===== config.mk =====
export PLATFORM = sky130hd
export DESIGN_NAME = fifo_rr_write_arbiter
export DESIGN_NICKNAME = d
export VERILOG_FILES = /design/src/rtl/fifo_arb_pkg.sv /design/src/rtl/rr_priority_pick.sv /design/src/rtl/fifo_rr_write_arbiter.sv
export SDC_FILE = /design/constraint.sdc
export NUM_CORES = 1
export LEC_CHECK = 0
export BUFFER_PORTS_ARGS = -buffer_cell sky130_fd_sc_hd__clkbuf_2
export CAP_MARGIN = 20
export CELL_PAD_IN_SITES_DETAIL_PLACEMENT = 2
export CELL_PAD_IN_SITES_GLOBAL_PLACEMENT = 2
export CORE_MARGIN = 4
export CORE_UTILIZATION = 25
export DETAILED_ROUTE_END_ITERATION = 10
export GPL_TIMING_DRIVEN = 0
export PLACE_DENSITY_LB_ADDON = 0.12
export SYNTH_ARGS = -nofsm -noshare
export SYNTH_HDL_FRONTEND = slang
export SYNTH_SLANG_ARGS = --single-unit

===== constraint.sdc =====
create_clock -name clk -period 3.4 [get_ports clk]
set_clock_uncertainty 0.15 [all_clocks]
set_input_delay 0.51 -clock clk [delete_from_list [all_inputs] [get_ports clk]]
set_output_delay 0.51 -clock clk [all_outputs]
set_load 0.05 [all_outputs]

===== src/rtl/fifo_arb_pkg.sv =====
// Shared definitions for the FIFO write-port arbiters: default sizes, the index-width
// helper and the burst-lock state encoding.
package fifo_arb_pkg;

  // Defaults shared with the fifo instance the arbiter feeds.
  localparam int unsigned DefaultWidth    = 32;
  localparam int unsigned DefaultNumReq   = 4;
  localparam int unsigned DefaultMaxBurst = 4;

  // Burst-lock states (only used when FIFO_ARB_BURST_LOCK_EN is defined).
  typedef enum logic {
    StOpen,
    StLocked
  } burst_state_e;

  // Width of an index into n requesters; never narrower than one bit.
  function automatic int unsigned clog2_min1(input int unsigned n);
    return (n <= 2) ? 1 : $clog2(n);
  endfunction

endpackage


===== src/rtl/rr_priority_pick.sv =====
// Combinational rotating-priority picker: first set bit of req_i, searching from ptr_i
// upwards with wrap-around. Returns one-hot grant, its index and an any-valid flag.
module rr_priority_pick
  import fifo_arb_pkg::*;
#(
  parameter int unsigned NumReq = DefaultNumReq,
  parameter int unsigned IdxW   = clog2_min1(NumReq)
) (
  input  logic [NumReq-1:0] req_i,
  input  logic [IdxW-1:0]   ptr_i,
  output logic [NumReq-1:0] gnt_o,
  output logic [IdxW-1:0]   idx_o,
  output logic              any_o
);

  // Walk the requesters in priority order and keep the first hit.
  always_comb begin
    int unsigned j;
    logic [IdxW-1:0] jj;
    gnt_o = '0;
    idx_o = '0;
    any_o = 1'b0;
    for (int unsigned k = 0; k < NumReq; k++) begin
      j  = (32'(ptr_i) + k) % NumReq;
      jj = IdxW'(j);
      if (!any_o && req_i[jj]) begin
        any_o     = 1'b1;
        gnt_o[jj] = 1'b1;
        idx_o     = jj;
      end
    end
  end

endmodule


===== src/rtl/fifo_rr_write_arbiter.sv =====
// Round-robin arbiter sharing one fifo write port among NUM_REQ producers. A single
// registered output stage drives the fifo, so fifo_write_valid/fifo_in_data are flops.
// Optional macro FIFO_ARB_BURST_LOCK_EN: the winner keeps the port for up to MAX_BURST
// consecutive words while it stays valid.
module fifo_rr_write_arbiter
  import fifo_arb_pkg::*;
#(
  parameter int unsigned NUM_REQ   = DefaultNumReq,
  parameter int unsigned WIDTH     = DefaultWidth,
  parameter int unsigned MAX_BURST = DefaultMaxBurst
) (
  input  logic                              clk,
  input  logic                              rst,
  input  logic [NUM_REQ-1:0]                req_write_valid,
  input  logic [NUM_REQ*WIDTH-1:0]          req_in_data,
  output logic [NUM_REQ-1:0]                req_write_ready,
  output logic                              fifo_write_valid,
  output logic [WIDTH-1:0]                  fifo_in_data,
  input  logic                              fifo_write_ready,
  output logic [clog2_min1(NUM_REQ)-1:0]    last_grant,
  output logic                              busy
);

  localparam int unsigned IdxW = clog2_min1(NUM_REQ);

  // Next index with wrap-around.
  function automatic logic [IdxW-1:0] inc_mod(input logic [IdxW-1:0] idx);
    return (32'(idx) == NUM_REQ - 1) ? '0 : idx + 1'b1;
  endfunction

  logic                 out_valid_q, out_valid_d;
  logic [WIDTH-1:0]     out_data_q, out_data_d;
  logic [IdxW-1:0]      last_grant_q, last_grant_d;
  logic [IdxW-1:0]      ptr_q, ptr_d;

  logic                 can_accept;
  logic                 transfer;
  logic [IdxW-1:0]      pick_ptr;
  logic [NUM_REQ-1:0]   pick_gnt;
  logic [IdxW-1:0]      pick_idx;
  logic                 pick_any;
  logic [WIDTH-1:0]     req_word [NUM_REQ];

  for (genvar i = 0; i < NUM_REQ; i++) begin : g_unpack
    assign req_word[i] = req_in_data[i*WIDTH +: WIDTH];
  end

  rr_priority_pick #(
    .NumReq (NUM_REQ),
    .IdxW   (IdxW)
  ) u_pick (
    .req_i  (req_write_valid),
    .ptr_i  (pick_ptr),
    .gnt_o  (pick_gnt),
    .idx_o  (pick_idx),
    .any_o  (pick_any)
  );

  // The output stage can take a word if it is empty or being drained this cycle.
  assign can_accept      = !out_valid_q || fifo_write_ready;
  // No accept while reset is held: the word would be lost.
  assign req_write_ready = (can_accept && !rst) ? pick_gnt : '0;
  assign transfer        = can_accept && pick_any && !rst;

  assign fifo_write_valid = out_valid_q;
  assign fifo_in_data     = out_data_q;
  assign busy             = out_valid_q;
  assign last_grant       = last_grant_q;

`ifdef FIFO_ARB_BURST_LOCK_EN

  burst_state_e   state_q, state_d;
  logic [IdxW-1:0] owner_q, owner_d;
  logic [7:0]      count_q, count_d;

  // While locked, searching from the owner gives it absolute priority and, if it has
  // dropped valid, falls through to owner+1 onwards, i.e. the rotated priority.
  assign pick_ptr = (state_q == StLocked) ? owner_q : ptr_q;

  // Output stage, pointer and burst-lock next state.
  always_comb begin
    logic [7:0] count_next;
    out_valid_d  = out_valid_q;
    out_data_d   = out_data_q;
    last_grant_d = last_grant_q;
    ptr_d        = ptr_q;
    state_d      = state_q;
    owner_d      = owner_q;
    count_d      = count_q;
    count_next   = 8'd1;

    // Owner gave up while the port was free: release and rotate past it.
    if (state_q == StLocked && can_accept && !req_write_valid[owner_q]) begin
      ptr_d   = inc_mod(owner_q);
      state_d = StOpen;
      count_d = '0;
    end

    if (transfer) begin
      out_valid_d  = 1'b1;
      out_data_d   = req_word[pick_idx];
      last_grant_d = pick_idx;
      count_next   = (state_q == StLocked && pick_idx == owner_q) ? count_q + 8'd1 : 8'd1;
      if (32'(count_next) >= MAX_BURST) begin
        ptr_d   = inc_mod(pick_idx);
        state_d = StOpen;
        count_d = '0;
      end else begin
        state_d = StLocked;
        owner_d = pick_idx;
        count_d = count_next;
      end
    end else if (out_valid_q && fifo_write_ready) begin
      out_valid_d = 1'b0;
    end
  end

  // State registers.
  always_ff @(posedge clk or posedge rst) begin
    if (rst) begin
      out_valid_q  <= 1'b0;
      out_data_q   <= '0;
      last_grant_q <= '0;
      ptr_q        <= '0;
      state_q      <= StOpen;
      owner_q      <= '0;
      count_q      <= '0;
    end else begin
      out_valid_q  <= out_valid_d;
      out_data_q   <= out_data_d;
      last_grant_q <= last_grant_d;
      ptr_q        <= ptr_d;
      state_q      <= state_d;
      owner_q      <= owner_d;
      count_q      <= count_d;
    end
  end

`else

  // MAX_BURST only matters with burst lock enabled.
  logic unused_max_burst;
  assign unused_max_burst = ^MAX_BURST;

  assign pick_ptr = ptr_q;

  // Output stage and pointer next state: pointer moves past each winner.
  always_comb begin
    out_valid_d  = out_valid_q;
    out_data_d   = out_data_q;
    last_grant_d = last_grant_q;
    ptr_d        = ptr_q;
    if (transfer) begin
      out_valid_d  = 1'b1;
      out_data_d   = req_word[pick_idx];
      last_grant_d = pick_idx;
      ptr_d        = inc_mod(pick_idx);
    end else if (out_valid_q && fifo_write_ready) begin
      out_valid_d = 1'b0;
    end
  end

  // State registers.
  always_ff @(posedge clk or posedge rst) begin
    if (rst) begin
      out_valid_q  <= 1'b0;
      out_data_q   <= '0;
      last_grant_q <= '0;
      ptr_q        <= '0;
    end else begin
      out_valid_q  <= out_valid_d;
      out_data_q   <= out_data_d;
      last_grant_q <= last_grant_d;
      ptr_q        <= ptr_d;
    end
  end

`endif

endmodule

== Word level (Yosys, flattened, before mapping) ==
Cells that the tools add are included.

* Bitwise operators: 4
* Reductions and logical operators: 18
* $add $sub $neg: 4
* Muxes and demuxes: 35
* Equality and inequality tests: 1
* Multipliers: 0
* Shift operators: 0
* Divide/modulo/power cells: 0
* Order comparisons: 9

{| class="wikitable"
|+ Operator list
! kind !! number
|-
| binary-select mux 32 bit (select 2 bit) || 1
|-
| 2-to-1 mux 32 bit || 2
|-
| 2-to-1 mux 4 bit || 5
|-
| 2-to-1 mux 1 bit || 14
|-
| < comparator 2 x 3 -> 1 bit, second input constant || 4
|-
| bitwise OR 4 bit || 3
|-
| logical AND 1 bit || 11
|-
| 2-to-1 mux 2 bit || 5
|-
| binary-select mux 1 bit (select 2 bit) || 4
|-
| demux 1 bit (select 2 bit) || 4
|-
| greater-or-equal comparator 2 x 1 -> 1 bit, second input constant || 4
|-
| zero test 1 bit || 5
|-
| adder 2 x 1 -> 2 bit, second input constant || 2
|-
| adder 2 bit, second input constant || 2
|-
| greater-or-equal comparator 3 bit, second input constant || 1
|-
| inverter 2 -> 3 bit || 1
|-
| equality test 2 bit, second input constant || 1
|-
| nonzero test 2 bit || 1
|-
| logical OR 1 bit || 1
|}

* Output and inout bits: 40
* ROM bits: 0
* RAM bits: 0
* Word-level logic and storage cells: 75
* Memories kept: 0
* Register bits: 37
* Input port bits: 135
* Latch bits: 0

== Logic depth before layout (Yosys ltp) ==
Gate-level depths: netlist of the first run.

* Depth in word-level cells: 16
* Depth in mapped cells: 13
* Depth with buffers taken out: 8

== Hierarchy ==
From an unflattened synthesis of the first run, not the netlist that was laid out.

* Cell total of the unflattened synthesis: 174
* Area, all modules: 2786.4 um2

{| class="wikitable"
|+ By module, submodules not included
! module !! seq. area each (um2) !! times used !! area an instance (um2) !! cells an instance
|-
| fifo_rr_write_arbiter || 925.9 || 1 || 2367.3 || 129
|-
| rr_priority_pick || 0.0 || 1 || 419.2 || 45
|}

== Worst setup path before layout of the first run ==
OpenSTA, ideal clock, no wires.

* Path kind: register to output
* From: register ptr_q[0], in the netlist pick_ptr[0]
* To: output port req_write_ready[0]
* Slack: -560 ps
* Buffers on the path: 4
* Cell stages (with the launch flop): 12
* Arrival: 3300 ps
* Data required time: 2740 ps
* Cells stage by stage: dfrtp_1 buf_6 clkinv_1 ha_1 buf_2 mux4_2 and2b_1 buf_4 buf_2 a221o_1 o21ai_0 a21oi_1

* Longest elaborated chain between the ends: 13
* Elaborated cells on any way between the ends: 48
* Those cells by class: add/sub (3); order compare (8); mux (24); bitwise (3); reduce/logical (10)

{| class="wikitable"
|+ Ends and longest elaborated chain
! what !! RTL line !! text
|-
| start, declared || fifo_rr_write_arbiter.sv:34 || <nowiki>logic [IdxW-1:0] ptr_q, ptr_d;</nowiki>
|-
| start signal, assigned || fifo_rr_write_arbiter.sv:174 || <nowiki>ptr_q <= ptr_d;</nowiki>
|-
| branches (longest 11 deep; another with < comparator 2 x 3 -> 1 bit) || - ||
|-
| 2-to-1 mux 4 bit (*) || rr_priority_pick.sv:26 || <nowiki>if (!any_o && req_i[jj]) begin</nowiki>
|-
| 2-to-1 mux 4 bit (*) || fifo_rr_write_arbiter.sv:62 || <nowiki>assign req_write_ready = (can_accept && !rst) ? pick_gnt : '0;</nowiki>
|-
| end, declared || fifo_rr_write_arbiter.sv:16 || <nowiki>output logic [NUM_REQ-1:0] req_write_ready,</nowiki>
|}

Every way passes the cells marked *. The select of a mux whose other input is x is not followed.

== Worst setup path in the final report of the first run ==
Same ends and word-level chain as after synthesis.

==> out/summary.txt, run 1 <==
VDD IR-drop max: 375 µV
FF-to-FF End: fifo_in_data[11]
crit path capture: req_write_ready[0]
Crit path arrival time: 2.64 ns
Final period util: 97.1%
Synth Cell Area: 4370 µm²
number of antenna violations at the first check in global routing: 0
synthesized flop and latch total: 37
CP Data Required Time: 2.74 ns
Tightest Hold Check Type: input port to async pin
placed insts: 952
global-route usage over all layers: 22.0%
yosys warns: 0
Compound-Gate Fraction of Synth Area: 30.1%
Site Rows: 48
root buf cell: clkbuf_16
adder-cell area share of the yosys netlist: 2.00%
largest net degree at the start of global routing: 25
fin. max-slew vios: 0
H-Tree Depth: 2
Setup violations, final: 0
vias in the first global route: 5976
Syn-to-layout area delta: 39.7%
sequential-to-total area share from yosys stat: 21.2%
relative slew slack: 51.1%
number of max-cap violations: 0
min cycle time layout: 3.30 ns
drc violations: 0
global-route wire length before repair: 34100 µm
largest family of logic cells by synthesized area: compound AO/OA/AOI/OAI gates
CP peak stage delay: 0.39 ns
core region area: 17200 µm²
startpoint types: register
drt via density: 5.50
Synth area leaders: dfrtp_1, mux2_2, a211oi_1
# nets final: 890
critical path fanouts, max: 9
iteration-0 DRC count of the detailed router: 277
ANT nets after route: 0
Cell variety after synth: 50
asr flop ratio synth: 100%
Mean Syn Cell Area: 7.91 µm²
static leakage: 2.66 nW
Port Buf Inserts: 172
hpwl dp: 17100 µm
via count: 5354
worst reg2reg path startpoint: pick_ptr[1]
total gr overflow: 0
WHS: 0.0576 ns
Util after Layout: 35.4%
DR pass1 iterations: 4
# diodes: 0
status: finished clean
worst slew pin tran: 0.714 ns
Primary FF master, synth: dfrtp_1
area leader, netlist: dfrtp_1
CTS buffer count: 5
share of cells above drive strength 1: 40.8%
share of the synthesized area in the top cell type: 21.2%
Power Density: 1160 nW/µm²
type of element capturing the critical path: output port
Net Count, Synth: 695
proportion of synthesized area in mux cells: 11.8%
CTS clock-pin slew for the worst setup and hold paths: 0.07 ns
DR WL/cell: 23.0 µm
non-filler instance count after layout: 973
DIE HEIGHT: 140 µm
Placer Congestion: 0.800
initial core utilization: 25.4%
Post-synth EDFFs: 0
Post-Synth Simple-Gate Area: 27.7%
Clock Latency Late Sink: 0.30 ns
die area: 19700 µm²
reg2reg setup slack: 0.22 ns
routed wire length: 22400 µm
R2R cell count: 11
worst-path cell chain: buf_12 -> clkinv_8 -> ha_4 -> mux4_2 -> buf_4 -> nor3_2 -> nor2b_4 -> nand2_1 -> a21oi_4 -> clkbuf_8
fmax: 0.303 GHz
most common cell after layout, fill and taps aside: clkbuf_2
IO Count: 175
Syn Inst Count: 553
critical path startpoint: pick_ptr[0]
CP max stage cell: dfrtp_2
CTS tree: done
clock buffer depth: 2
Post-Synth XOR/XNOR Area: 0.200%
most frequent cells in the layout: clkbuf_2, nand2_1, a211oi_1
Crit Path Category: register to output port
Die X: 140 µm
fin area: 6110 µm²
final hold vios: 0
placed instance area: 5590 µm²
clk sinks: 37
==> cell type report <==
type	count	area, µm²
clock inverter	1	7.51
inverter	4	30.0
multi-input combinational	450	3330
timing repair buffer	189	1040
sequential	37	928
tap	225	282
fill	1990	11100
buffer	61	352
clock buffer	6	139
==> critical path, delay by kind of cell (launching register included) <==
family	cells	cell delay (ns)
muxes	1	0.36
DFF	1	0.39
adders and majority gates	1	0.29
and+or+nand+nor	3	0.55
buffers and inverters	4	0.59
AOI/OAI and AO/OA	1	0.15
==> power breakdown <==
part,switching (mW),internal [mW]
registers,0.135,0.668
clock network,0.225,0.289
logic,3.65,2.10
==> stage by stage <==
stage           TNS, ns  setup slack, ns  power [mW]
2_1_floorplan         0          0.00447        4.46
3_3_place_gp     -52.29            -1.54        5.81
3_5_place_dp     -16.17           -0.603        6.00
4_1_cts         -0.0306          -0.0152        6.92
5_1_grt        -0.00724         -0.00399        7.59
6_report              0           0.0999        7.07
==> repair_timing <==
action / 4_1_cts / 5_1_grt
gates resized for setup: 48 / 32
buffers inserted: 12 / 3
endpoints found under the setup margin: 39 / 37
pin swaps: 0 / 3
hold buffers: 0 / 0
==> kinds of logic after synthesis <==
logic type,count (synthesis)
buf+inv,66
compound gates,176
flops,37
simple gates,223
xor+xnor,1
fa+ha+maj,7
mux,43
==> cell usage after synthesis (17+ instances only) <==
cell type,instances
a211oi_1,45
a31oi_1,32
buf_2,17
clkbuf_1,35
dfrtp_1,37
mux2_2,34
nand2_1,69
nor2_1,38
nor2b_1,32
o211ai_1,17
o21bai_1,17
o22ai_1,17
or3_1,17
==> worst min-delay path by stage <==
stage,start,endpoint,slack (ns),cells past startpoint
floorplan,fifo_write_ready,busy,0.54,2
global placement,last_grant[0],last_grant[0],0.34,2
detailed placement,last_grant[0],last_grant[0],0.37,2
CTS,rst,fifo_in_data[22],0.06,2
global route,rst,fifo_in_data[22],0.08,2
finish,rst,fifo_in_data[22],0.06,2
==> registers in the layout (all words and copies together), names as in the netlist <==
register and cells:
pick_ptr 2, last_grant 2, fifo_in_data 32, busy 1
==> metal layers <==
metal	part of all wire, %	wire, µm	GRT usage (%)
met5	0	0	0
met2	51	11400	39.1
met3	3.6	817	3.14
met1	44	9840	28.3
met4	1.5	341	4.39
Power figures use the tool's default switching activity.
==> inputs of run 2 (changes only) <==
- CAP_MARGIN: 20 -> not set
- CORE_MARGIN: 4 -> not set
- RECOVER_POWER: not set -> 25
==> run 2 against run 1 <==
Final cell count shrank 0.82%. First-iteration DRC count decreased by 14%. Clock power down 2%. Final area down 1.6%. Wire length fell by 3.0%. Critical endpoint is now req_write_ready[2]. Hold slack got worse by 0.022 ns. Critical path depth did not move. Critical path type unchanged. Global-route usage is 2.0 points higher. Non-clock buffer count decreased by 3. Fmax is 0.80% lower.
==> out/summary.txt, run 2 (same netlist as run 1, synthesis figures left out) <==
status: finished clean
worst slew pin tran: 1.45 ns (+0.736 ns)
final hold vios: 0 (unchanged)
type of element capturing the critical path: output port
Die X: 134 µm (-4.3%)
WHS: 0.0356 ns (-0.0220 ns)
worst-path cell chain: buf_8 -> buf_12 -> buf_6 -> mux4_2 -> clkbuf_8 -> clkbuf_8 -> a221o_1 -> o21ai_2 -> a21oi_4 -> clkbuf_8
routed wire length: 21700 µm (-3.0%)
Placer Congestion: 0.796 (-0.56%)
CTS Hold Bufs: 0 (unchanged)
ANT nets after route: 0 (unchanged)
startpoint types: register
relative slew slack: 3.34% (-48 points)
via count: 5452 (+1.8%)
Tightest Hold Check Type: input port to async pin
Crit path arrival time: 2.67 ns (+0.03 ns)
CP dominant cell by count: clkbuf_8
Site Rows: 47 (-2.1%)
root buf cell: clkbuf_16
hpwl dp: 16700 µm (-2.2%)
iteration-0 DRC count of the detailed router: 239 (-14%)
# diodes: 0 (unchanged)
critical path fanouts, max: 10 (+1)
Worst Slack Setup Final: 0.0733 ns (-0.0267 ns)
fill count: 2023 (+1.7%)
Setup violations, final: 0 (unchanged)
DIE HEIGHT: 134 µm (-4.3%)
global-route usage over all layers: 23.9% (+2.0 points)
number of flip-flops in the largest register: 32 (unchanged)
number of max-cap violations: 0 (unchanged)
Util after Layout: 35.7% (+0.29 points)
DR WL/cell: 22.5 µm (-2.2%)
fmax: 0.301 GHz (-0.80%)
clk sinks: 37 (unchanged)
Power Density: 1150 nW/µm² (-0.36%)
min cycle time layout: 3.33 ns (+0.0267 ns)
DR pass1 iterations: 7 (+3)
VDD IR-drop max: 415 µV (+11%)
# nets final: 887 (-0.34%)
reg2reg setup slack: 0.11 ns (-0.11 ns)
Final period util: 97.8% (+0.78 points)
drt via density: 5.65 (+2.7%)
CTS tree: done
Crit Path Category: register to output port
sum of negative setup slack: 0 ns (unchanged)
number of antenna violations at the first check in global routing: 0 (unchanged)
CTS buffer count: 5 (unchanged)
initial core utilization: 26.0% (+0.63 points)
total gr overflow: 0 (unchanged)
drc violations: 0 (unchanged)
CP bufs+invs: 6 (+2)
core region area: 16800 µm² (-2.4%)
share of cells above drive strength 1: 38.9% (-1.8 points)
Clock Latency Late Sink: 0.30 ns (about the same)
most frequent cells in the layout: clkbuf_2, nand2_1, a211oi_1
CP Data Required Time: 2.74 ns (about the same)
CTS clock-pin slew for the worst setup and hold paths: 0.07 ns (about the same)
H-Tree Depth: 2 (unchanged)
global-route wire length before repair: 33000 µm (-3.3%)
vias in the first global route: 5838 (-2.3%)
Syn-to-layout area delta: 37.4%
die area: 18000 µm² (-8.4%)
clock buffer depth: 2 (unchanged)
largest net degree at the start of global routing: 25 (unchanged)
Port Buf Inserts: 172 (unchanged)
Final Power: 6.93 mW (-2.0%)
CP peak stage delay: 0.58 ns (+0.19 ns)
DP Worst Slack: -0.728 ns (-0.125 ns)
fin. max-slew vios: 0 (unchanged)
IO Count: 175 (unchanged)
most common cell after layout, fill and taps aside: clkbuf_2
static leakage: 2.59 nW (-2.8%)
CP delay by family, top: buffers and inverters
CP max stage cell: mux4_2
RSZ-0062 raised after global routing: no
==> run 2: routing by layer <==
layer	track usage, %	share of wire [%]
met5	0	0
met3	2.80	3.7
met1	30.7	44
met4	6.18	2.0
met2	42.2	50
==> run 2: power breakdown <==
group	total (mW)	internal (mW)	switching [mW]
clock	0.504	0.289	0.215
combinational	5.63	2.05	3.58
sequential	0.802	0.667	0.134
==> run 2: final timing paths <==
path	from	end	cells past startpoint
setup / recovery	pick_ptr[0]	req_write_ready[2]	10
setup reg to reg	pick_ptr[0]	fifo_in_data[11]	11
hold reg to reg	busy	busy	2
hold / removal	rst	fifo_in_data[4]	2
max in group asynchronous	rst	fifo_in_data[10]	3
min in group clk	fifo_write_ready	busy	3
==> run 2: worst reg2reg max path, delay by kind of cell, from the launching register on <==
| family | cells | cell delay (ns) |
|---|---|---|
| simple gates | 3 | 1.01 |
| buf+inv | 5 | 0.75 |
| mux | 1 | 0.58 |
| flops | 1 | 0.39 |
| compound gates | 2 | 0.28 |
==> run 2: cell type report <==
type	count	area [µm²]	share of cell area (%)
Multi-Input combinational cell	450	3270	54.4
Clock buffer	6	139	2.31
Timing Repair Buffer	188	1030	17.1
Inverter	4	30.0	0.500
Buffer	59	330	5.50
Tap cell	220	275	4.58
Clock inverter	1	7.51	0.125
Sequential cell	37	927	15.4
==> run 2: metrics by stage <==
stage / instance area, µm² / cells
floorplan: 4420 / 553
global placement: 5560 / 945
detailed placement: 5580 / 946
CTS: 5950 / 960
global route: 6010 / 965
finish: 6010 / 965
==> run 2: timing repair <==
item | 4_1_cts | 5_1_grt
gates resized for setup | 44 | 13
buffers inserted | 8 | 7
endpoints found under the setup margin | 39 | 31
pin swaps | 0 | 1
==> inputs of run 3 (changes only) <==
- clock period: 3.4 -> 3.3 ns (I/O delays scaled with it)
==> run 3 against run 2 <==
Sequential share of layout area down 0.35 points. Critical path type unchanged. Sequential power up 3.1%. Global-route usage is 0.56 points higher. Final area increased by 2.3%.
==> out/summary.txt, run 3 (same netlist as run 1, synthesis figures left out) <==
status: finished clean
CP Data Required Time: 2.65 ns (-0.09 ns)
relative slew slack: 13.3% (+9.9 points)
global-route wire length before repair: 33900 µm (+2.7%)
Final period util: 98.4%
ANT nets after route: 0 (unchanged)
number of flip-flops in the largest register: 32 (unchanged)
worst reg2reg path startpoint: pick_ptr[0]
WHS: 0.0453 ns (+0.00968 ns)
number of antenna violations at the first check in global routing: 0 (unchanged)
Die X: 134 µm (unchanged)
type of element capturing the critical path: output port
FF-to-FF End: last_grant[1]
global-route usage over all layers: 24.5% (+0.56 points)
drc violations: 0 (unchanged)
static leakage: 2.66 nW (+2.8%)
IO Count: 175 (unchanged)
non-filler instance count after layout: 970 (+0.52%)
CTS clock-pin slew for the worst setup and hold paths: 0.07 ns (about the same)
critical path fanouts, max: 5 (-5)
Worst Slack Setup Final: 0.0524 ns (-0.0209 ns)
Placer Congestion: 0.801 (+0.72%)
worst-path cell chain: buf_12 -> clkinv_8 -> ha_4 -> buf_6 -> mux4_2 -> and2b_2 -> buf_12 -> a221o_1 -> o21ai_2 -> a21oi_4 -> buf_8
initial core utilization: 26.0% (unchanged)
Site Rows: 47 (unchanged)
hpwl dp: 16700 µm (about the same)
startpoint types: register
H-Tree Depth: 2 (unchanged)
drt via density: 5.52 (-2.3%)
CTS tree: done
DP Worst Slack: -0.626 ns (+0.102 ns)
Crit Path Category: register to output port
CTS buffer count: 5 (unchanged)
CP dominant cell by count: buf_12
Setup violations, final: 0 (unchanged)
CTS Hold Bufs: 0 (unchanged)
crit path capture: req_write_ready[0]
total gr overflow: 0 (unchanged)
DR pass1 iterations: 4 (-3)
number of max-cap violations: 0 (unchanged)
die area: 18000 µm² (unchanged)
clk sinks: 37 (unchanged)
critical path startpoint: pick_ptr[0]
largest net degree at the start of global routing: 23 (-8.0%)
vias in the first global route: 5966 (+2.2%)
Syn-to-layout area delta: 40.6%
root buf cell: clkbuf_16
CP Depth: 11 (+1)
# nets final: 892 (+0.56%)
iteration-0 DRC count of the detailed router: 200 (-16%)
Final Power: 7.35 mW (+6.1%)
Clock Latency Late Sink: 0.30 ns (about the same)
worst slew pin tran: 1.30 ns (-0.149 ns)
Port Buf Inserts: 172 (unchanged)
reg2reg setup slack: 0.09 ns (-0.02 ns)
CP max stage cell: dfrtp_2
DIE HEIGHT: 134 µm (unchanged)
min cycle time layout: 3.25 ns
Crit path arrival time: 2.60 ns (-0.07 ns)
routed wire length: 21900 µm (+0.89%)
placed insts: 946 (unchanged)
final hold vios: 0 (unchanged)
most common cell after layout, fill and taps aside: clkbuf_2
fin. max-slew vios: 0 (unchanged)
Power Density: 1200 nW/µm² (+3.7%)
VDD IR-drop max: 453 µV (+9.3%)
CP delay by family, top: buffers and inverters
# diodes: 0 (unchanged)
Util after Layout: 36.5% (+0.82 points)
Tightest Hold Check Type: input port to async pin
clock buffer depth: 2 (unchanged)
share of cells above drive strength 1: 41.6% (+2.7 points)
DR WL/cell: 22.6 µm (+0.37%)
core region area: 16800 µm² (unchanged)
most frequent cells in the layout: clkbuf_2, nand2_1, a211oi_1
R2R cell count: 13 (+2)
via count: 5353 (-1.8%)
CP bufs+invs: 5 (-1)
fmax: 0.308 GHz
CP peak stage delay: 0.43 ns (-0.15 ns)
[run 3: cell count changes in the layout (fill, tap and decap cells not counted), moves of 5 or more]
cell and delta:
clkbuf_1 -9, clkbuf_2 +6, buf_4 +5, clkbuf_8 -5
[run 3: cell type report]
type | instances | area [µm²]
Clock buffer | 6 | 139
Inverter | 4 | 32.5
Multi-Input combinational cell | 450 | 3340
Fill cell | 1999 | 10700
Sequential cell | 37 | 927
Tap cell | 220 | 275
Timing Repair Buffer | 193 | 1070
Buffer | 59 | 357
Clock inverter | 1 | 7.51
[run 3: repair_timing]
| item | 4_1_cts | 5_1_grt |
|---|---|---|
| gates resized for setup | 58 | 37 |
| endpoints found under the setup margin | 39 | 37 |
| pin swaps | 3 | 11 |
| buffers inserted | 12 | 8 |
[run 3: worst min path at each step]
stage,end,cells past startpoint,from,slack [ns]
finish,pick_ptr[0],2,rst,0.05
global route,fifo_in_data[22],2,rst,0.10
detailed placement,last_grant[0],2,last_grant[0],0.37
floorplan,busy,1,rst,0.53
global placement,last_grant[0],2,last_grant[0],0.36
CTS,fifo_in_data[22],2,rst,0.09
[run 3: where the power goes]
group	switching [mW]	internal [mW]
clock	0.223	0.297
sequential	0.139	0.687
combinational	3.78	2.23
total	4.14	3.21
[run 3: per-stage QoR]
| step | TNS, ns | cell area, µm² |
|---|---|---|
| 4_1_cts | 0 | 6050 |
| 3_5_place_dp | -17.38 | 5590 |
| 6_report | 0 | 6140 |
| 2_1_floorplan | 0 | 4430 |
| 5_1_grt | -0.0702 | 6140 |
| 3_3_place_gp | -54.56 | 5560 |
[run 3: layer usage]
metal  GRT usage [%]  wire length [µm]  vias up  part of all wire, %
met5               0                 0        -                    0
met2            44.4             11200      120                   51
met4            5.93               301        0                  1.4
met1            30.6              9570     2706                   44
met3            2.91               801       15                  3.7
li1                -                 -     2512                    -
